### src/rtl/cpu_pkg.sv
// Shared CPU constants: instruction width, IMemory geometry
// and the state encoding of the instruction-memory loader.
package cpu_pkg;

    localparam int WORD_W      = 16;
    localparam int IMEM_ADDR_W = 10;

    localparam logic [2:0] LD_IDLE    = 3'd0;
    localparam logic [2:0] LD_LEN_HI  = 3'd1;
    localparam logic [2:0] LD_LEN_LO  = 3'd2;
    localparam logic [2:0] LD_DATA_HI = 3'd3;
    localparam logic [2:0] LD_DATA_LO = 3'd4;
    localparam logic [2:0] LD_CHECK   = 3'd5;
    localparam logic [2:0] LD_DONE    = 3'd6;
    localparam logic [2:0] LD_ERR     = 3'd7;

endpackage

### src/rtl/imem_load_cksum.sv
// Running XOR over the loader's LEN and DATA bytes; compares the
// accumulated value against the trailing checksum byte.
module imem_load_cksum (
    input  logic       clock,
    input  logic       reset_n,
    input  logic       clear,
    input  logic       accum,
    input  logic [7:0] in_byte,
    output logic       match
);

    logic [7:0] sum;

    // accumulator: cleared at load start, folds in each accepted byte
    always_ff @(posedge clock) begin
        if (!reset_n) begin
            sum <= 8'h00;
        end else if (clear) begin
            sum <= 8'h00;
        end else if (accum) begin
            sum <= sum ^ in_byte;
        end
    end

    assign match = (sum == in_byte);

endmodule

### src/rtl/imem_loader.sv
// Byte-stream program loader for IMemory; holds the CPU until done.
// Optional trailing XOR checksum byte: define IMEM_LOADER_CHECKSUM_EN.
module imem_loader
    import cpu_pkg::*;
#(
    parameter int ADDR_W = IMEM_ADDR_W
) (
    input  logic              clock,
    input  logic              reset_n,
    input  logic              start,
    input  logic [7:0]        in_byte,
    input  logic              in_valid,
    output logic              in_ready,
    output logic              mem_we,
    output logic [ADDR_W-1:0] mem_addr,
    output logic [WORD_W-1:0] mem_wdata,
    output logic              cpu_hold,
    output logic              done,
    output logic              error
);

    localparam logic [15:0] MAX_N = 16'(1 << ADDR_W);

`ifdef IMEM_LOADER_CHECKSUM_EN
    localparam logic [2:0] END_ST = LD_CHECK;
`else
    localparam logic [2:0] END_ST = LD_DONE;
`endif

    logic [2:0]        state;
    logic [7:0]        len_hi;
    logic [7:0]        hi_byte;
    logic [15:0]       len;
    logic [ADDR_W-1:0] k;
    logic              accept;
    logic              idle_like;
    logic [15:0]       len_new;
    logic              last_word;

    assign in_ready = (state == LD_LEN_HI) || (state == LD_LEN_LO)
                   || (state == LD_DATA_HI) || (state == LD_DATA_LO)
`ifdef IMEM_LOADER_CHECKSUM_EN
                   || (state == LD_CHECK)
`endif
                   ;

    assign accept    = in_valid & in_ready;
    assign idle_like = (state == LD_IDLE) || (state == LD_DONE)
                    || (state == LD_ERR);
    assign len_new   = {len_hi, in_byte};
    assign last_word = (16'(k) == (len - 16'd1));

    assign done     = (state == LD_DONE);
    assign error    = (state == LD_ERR);
    assign cpu_hold = (state != LD_DONE);

`ifdef IMEM_LOADER_CHECKSUM_EN
    logic cksum_ok;

    imem_load_cksum u_cksum (
        .clock   (clock),
        .reset_n (reset_n),
        .clear   (start & idle_like),
        .accum   (accept & (state != LD_CHECK)),
        .in_byte (in_byte),
        .match   (cksum_ok)
    );
`endif

    // load sequencer; the write port is registered one cycle after LO
    always_ff @(posedge clock) begin
        if (!reset_n) begin
            state     <= LD_IDLE;
            mem_we    <= 1'b0;
            mem_addr  <= '0;
            mem_wdata <= '0;
            len_hi    <= 8'h00;
            hi_byte   <= 8'h00;
            len       <= 16'h0000;
            k         <= '0;
        end else begin
            mem_we <= 1'b0;
            case (state)
                LD_IDLE, LD_DONE, LD_ERR: begin
                    if (start) begin
                        state <= LD_LEN_HI;
                        k     <= '0;
                    end
                end
                LD_LEN_HI: begin
                    if (accept) begin
                        len_hi <= in_byte;
                        state  <= LD_LEN_LO;
                    end
                end
                LD_LEN_LO: begin
                    if (accept) begin
                        len <= len_new;
                        if (len_new == 16'h0000) begin
                            state <= END_ST;
                        end else if (len_new > MAX_N) begin
                            state <= LD_ERR;
                        end else begin
                            state <= LD_DATA_HI;
                        end
                    end
                end
                LD_DATA_HI: begin
                    if (accept) begin
                        hi_byte <= in_byte;
                        state   <= LD_DATA_LO;
                    end
                end
                LD_DATA_LO: begin
                    if (accept) begin
                        mem_we    <= 1'b1;
                        mem_addr  <= k;
                        mem_wdata <= {hi_byte, in_byte};
                        k         <= k + 1'b1;
                        state     <= last_word ? END_ST : LD_DATA_HI;
                    end
                end
                LD_CHECK: begin
`ifdef IMEM_LOADER_CHECKSUM_EN
                    if (accept) begin
                        state <= cksum_ok ? LD_DONE : LD_ERR;
                    end
`else
                    state <= LD_ERR;
`endif
                end
                default: state <= LD_IDLE;
            endcase
        end
    end

endmodule

### config.mk
export PLATFORM = sky130hd
export DESIGN_NAME = imem_loader
export DESIGN_NICKNAME = d
export VERILOG_FILES = /design/src/rtl/cpu_pkg.sv /design/src/rtl/imem_load_cksum.sv /design/src/rtl/imem_loader.sv
export SDC_FILE = /design/constraint.sdc
export NUM_CORES = 1
export LEC_CHECK = 0
export BUFFER_PORTS_ARGS = -buffer_cell sky130_fd_sc_hd__buf_2
export CAP_MARGIN = 20
export CORE_MARGIN = 2
export CORE_UTILIZATION = 58
export CTS_CLUSTER_SIZE = 28
export DETAILED_ROUTE_END_ITERATION = 10
export PLACE_DENSITY = 0.82
export SYNTH_ARGS = -nofsm -noshare
export SYNTH_HDL_FRONTEND = slang
export SYNTH_SLANG_ARGS = --single-unit
### constraint.sdc
create_clock -name clock -period 3.1 [get_ports clock]
set_input_delay 0.155 -clock clock [delete_from_list [all_inputs] [get_ports clock]]
set_output_delay 0.155 -clock clock [all_outputs]
set_load 0.05 [all_outputs]
==> impl_metrics.env <==
export IMPL_status="completed"
export IMPL_synth_nets=450
export IMPL_final_setup_tns_ns=0
export IMPL_cts_buffers=9
export IMPL_antenna_found_initial=0
export IMPL_overflow=0
export IMPL_leakage_nw=1.45
export IMPL_worstSkewPairLatency_ns=0.35
export IMPL_viasPerCell=5.74
export IMPL_ctsResizeCount=0
export IMPL_dpl_cell_area_um2=3750
export IMPL_synth_cells=436
export IMPL_htree_levels=3
export IMPL_drtIter0Drc=143
export IMPL_track_usage=0.255
export IMPL_die_area_um2=6830
export IMPL_syn_avg_cell_area_um2=8.23
export IMPL_synth_seq_cells=72
export IMPL_max_slew_margin=0.367
export IMPL_gp_congestion=0.901
export IMPL_register_area_um2=1440
export IMPL_synth_edf_count=0
export IMPL_crit_fanout=8
export IMPL_ctsHoldBuffers=0
export IMPL_ys_flop_type="dfxtp_1"
export IMPL_post_drt_wl_per_cell_um=15.0
export IMPL_total_power_w=0.00187
export IMPL_nets=476
export IMPL_final_min_clock_period_ns=2.46
export IMPL_cp_required_ns=3.32
export IMPL_synth_warnings=0
export IMPL_multi_input_area_um2=1950
export IMPL_root_buffer="clkbuf_8"
export IMPL_drv_cap=0
export IMPL_io_buffers=42
export IMPL_syn2layout_area_growth_pct=9.94
export IMPL_core_area_um2=5960
export IMPL_cts_setup_buffers=0
export IMPL_grt_pass1_wl_mm=13.1
export IMPL_tightest_slew_ns=0.946
export IMPL_r2r_end="state[0]$_SDFFE_PN0P_"
export IMPL_dp_hpwl_mm=5.73
export IMPL_grt_pass1_vias=2784
export IMPL_hold_viol_final=0
export IMPL_drc=0
export IMPL_setup_violations=0
export IMPL_worstPathArrival_ns=2.68
export IMPL_setup_worst_path_end_class="register"
export IMPL_antenna_left=0
export IMPL_dr_total_vias=3109
export IMPL_critPathBufInv=1
export IMPL_cts_tree="built"
export IMPL_slew_violations=0
export IMPL_io_pins=43
export IMPL_fin_area_um2=3940
export IMPL_drive_above_1_share=0.165
export IMPL_critPathSlowestCell="dfxtp_1"
export IMPL_hp_class="in -> reg"
export IMPL_cts_sinks=72
export IMPL_fin_crit_sh=0.793
export IMPL_p_per_area_nw_per_um2=473
export IMPL_num_rows=28
export IMPL_start_util=0.602
export IMPL_clock_skew_ns=0.0126
export IMPL_grt_max_degree=47
export IMPL_synth_cell_types=58
export IMPL_path_delay_family="compound AO/OA/AOI/OAI gates"
export IMPL_timing_rr_start="len[0]$_SDFFE_PN0P_"
export IMPL_cts_buffer_depth=2
export IMPL_rsz0062_at_grt="false"
export IMPL_cp_cell_sequence="inv_1 -> ha_1 -> xnor2_2 -> or4_1 -> a311o_1 -> a211o_1 -> o41a_1"
export IMPL_critPathCapture="state[0]$_SDFFE_PN0P_"
export IMPL_synthArstFlopShare=0
export IMPL_crit_type="reg -> reg"
export IMPL_vdd_drop_max_v=0.000335
export IMPL_die_h_um=82.6
export IMPL_detail_route_first_pass_iterations=5
export IMPL_die_w_um=82.6
export IMPL_crit_path_max_incr_delay_ns=0.45
export IMPL_nFillCells=502
export IMPL_min_from="in_byte[1]"
export IMPL_syn_area_um2=3590
export IMPL_synth_seq_area_share=0.402
export IMPL_antennaDiodeCount=0
export IMPL_r2r_setup_slack_ns=0.64
export IMPL_setup_worst_path_start="len[0]$_SDFFE_PN0P_"
export IMPL_crit_cells=7
export IMPL_clk_pin_slew_ns=0.08
export IMPL_cp_start_kind="register"
export IMPL_wl_mm=8.11
export IMPL_reg2regPathDepth=7
export IMPL_fmax_ghz=0.407
## cell families (layout without fill, tap and decap cells)
logic type | count (synthesis) | after routing | share of synthesized area
AOI/OAI and AO/OA | 97 | 97 | 0.205
xor gates and xnor gates | 22 | 22 | 0.0638
adders and majority gates | 2 | 2 | 0.00697
buffers and inverters | 39 | 70 | 0.0555
DFF | 72 | 72 | 0.402
muxes | 4 | 4 | 0.0112
and+or+nand+nor | 200 | 200 | 0.256
## per-stage QoR
stage / instances / utilization / setup slack [ns] / hold WS, ns
floorplan: 436 / - / 0.821 / 0.300
global placement: 526 / 0.629 / 0.747 / 0.447
detailed placement: 526 / 0.629 / 0.656 / 0.453
CTS: 542 / 0.662 / 0.637 / 0.113
global route: 542 / 0.662 / 0.535 / 0.114
finish: 542 / 0.662 / 0.641 / 0.115
## cells in the final DEF, fill, tap and decap left out, drive strengths merged, types with 3 or more instances in the layout
master,count
a21boi,60
a21oi,8
a31oi,3
and2,5
and3,5
buf,45
clkbuf,10
dfxtp,72
inv,10
mux2i,4
nand2,123
nand3,7
nand4,5
nor2,17
nor2b,4
nor3,8
nor4,5
o2111ai,3
o21ai,6
or2,5
or3,4
xnor2,13
xor2,8
## synthesized netlist by cell type (all sizes together) (2+ instances only)
cell type  instances  area [um2]
or2b               2        17.5
a21oi              8        40.0
mux2i              4        40.0
clkbuf            22         113
nor3               8        40.0
or4                2        15.0
nand3              7        35.0
inv                9        33.8
nand4              5        31.3
a311oi             2        17.5
nor4b              2        23.8
xor2               8        70.1
xnor2             13         136
nand4b             2        17.5
nor4               5        31.3
and2               5        32.5
a21boi            60         454
o211a              2        20.0
and3               5        31.3
or2                5        31.3
o21ai              6        30.0
o2111ai            3        32.5
or3                4        25.0
nor2              17        63.8
nand2            123         462
a31oi              3        18.8
o41ai              2        17.5
dfxtp             72        1440
buf                8        52.6
nor2b              4        25.0
ha                 2        25.0
## state kept, by name, indices dropped and copies added, names as in the netlist
name / cells
len: 16
mem_wdata: 16
k: 10
mem_addr: 10
hi_byte: 8
len_hi: 8
state: 3
mem_we: 1
## worst min-delay path by stage
stage	endpoint	slack, ns	cells past startpoint
global placement	mem_addr[2]$_SDFFE_PN0P_	0.45	2
floorplan	hi_byte[0]$_SDFFE_PN0P_	0.30	2
finish	len_hi[1]$_SDFFE_PN0P_	0.11	3
detailed placement	mem_addr[6]$_SDFFE_PN0P_	0.45	2
global route	len_hi[1]$_SDFFE_PN0P_	0.11	3
CTS	mem_wdata[1]$_SDFFE_PN0P_	0.11	3
## routing by layer
layer | vias to the layer above | routed length (um) | GRT usage
met5 | - | 0 | 0
met2 | 107 | 3910 | 0.416
met4 | 0 | 149 | 0.0984
met3 | 15 | 469 | 0.0543
met1 | 1446 | 3580 | 0.330
li1 | 1541 | - | -
## power by group
group          leakage (nW)  total (W)  internal (W)  switching (W)
clock                0.0929   0.000734      0.000375       0.000359
sequential            0.581   0.000962      0.000937      0.0000244
combinational         0.775   0.000171     0.0000662       0.000105
total                  1.45    0.00187       0.00138       0.000489
## area by class of cell
class | count | share of cell area
clock inverters | 6 | 0.0171
inverters | 9 | 0.00857
well taps | 75 | 0.0238
clock buffers | 10 | 0.0324
flip-flops and latches | 72 | 0.365
multi-input cells | 325 | 0.494
repair buffers | 45 | 0.0590
## tightest hold or removal path, cell delays in order
cell	delay, ns
buf_2	0.13
nand2_1	0.06
a21boi_0	0.06
No activity file was read; power rests on OpenSTA's default activity.
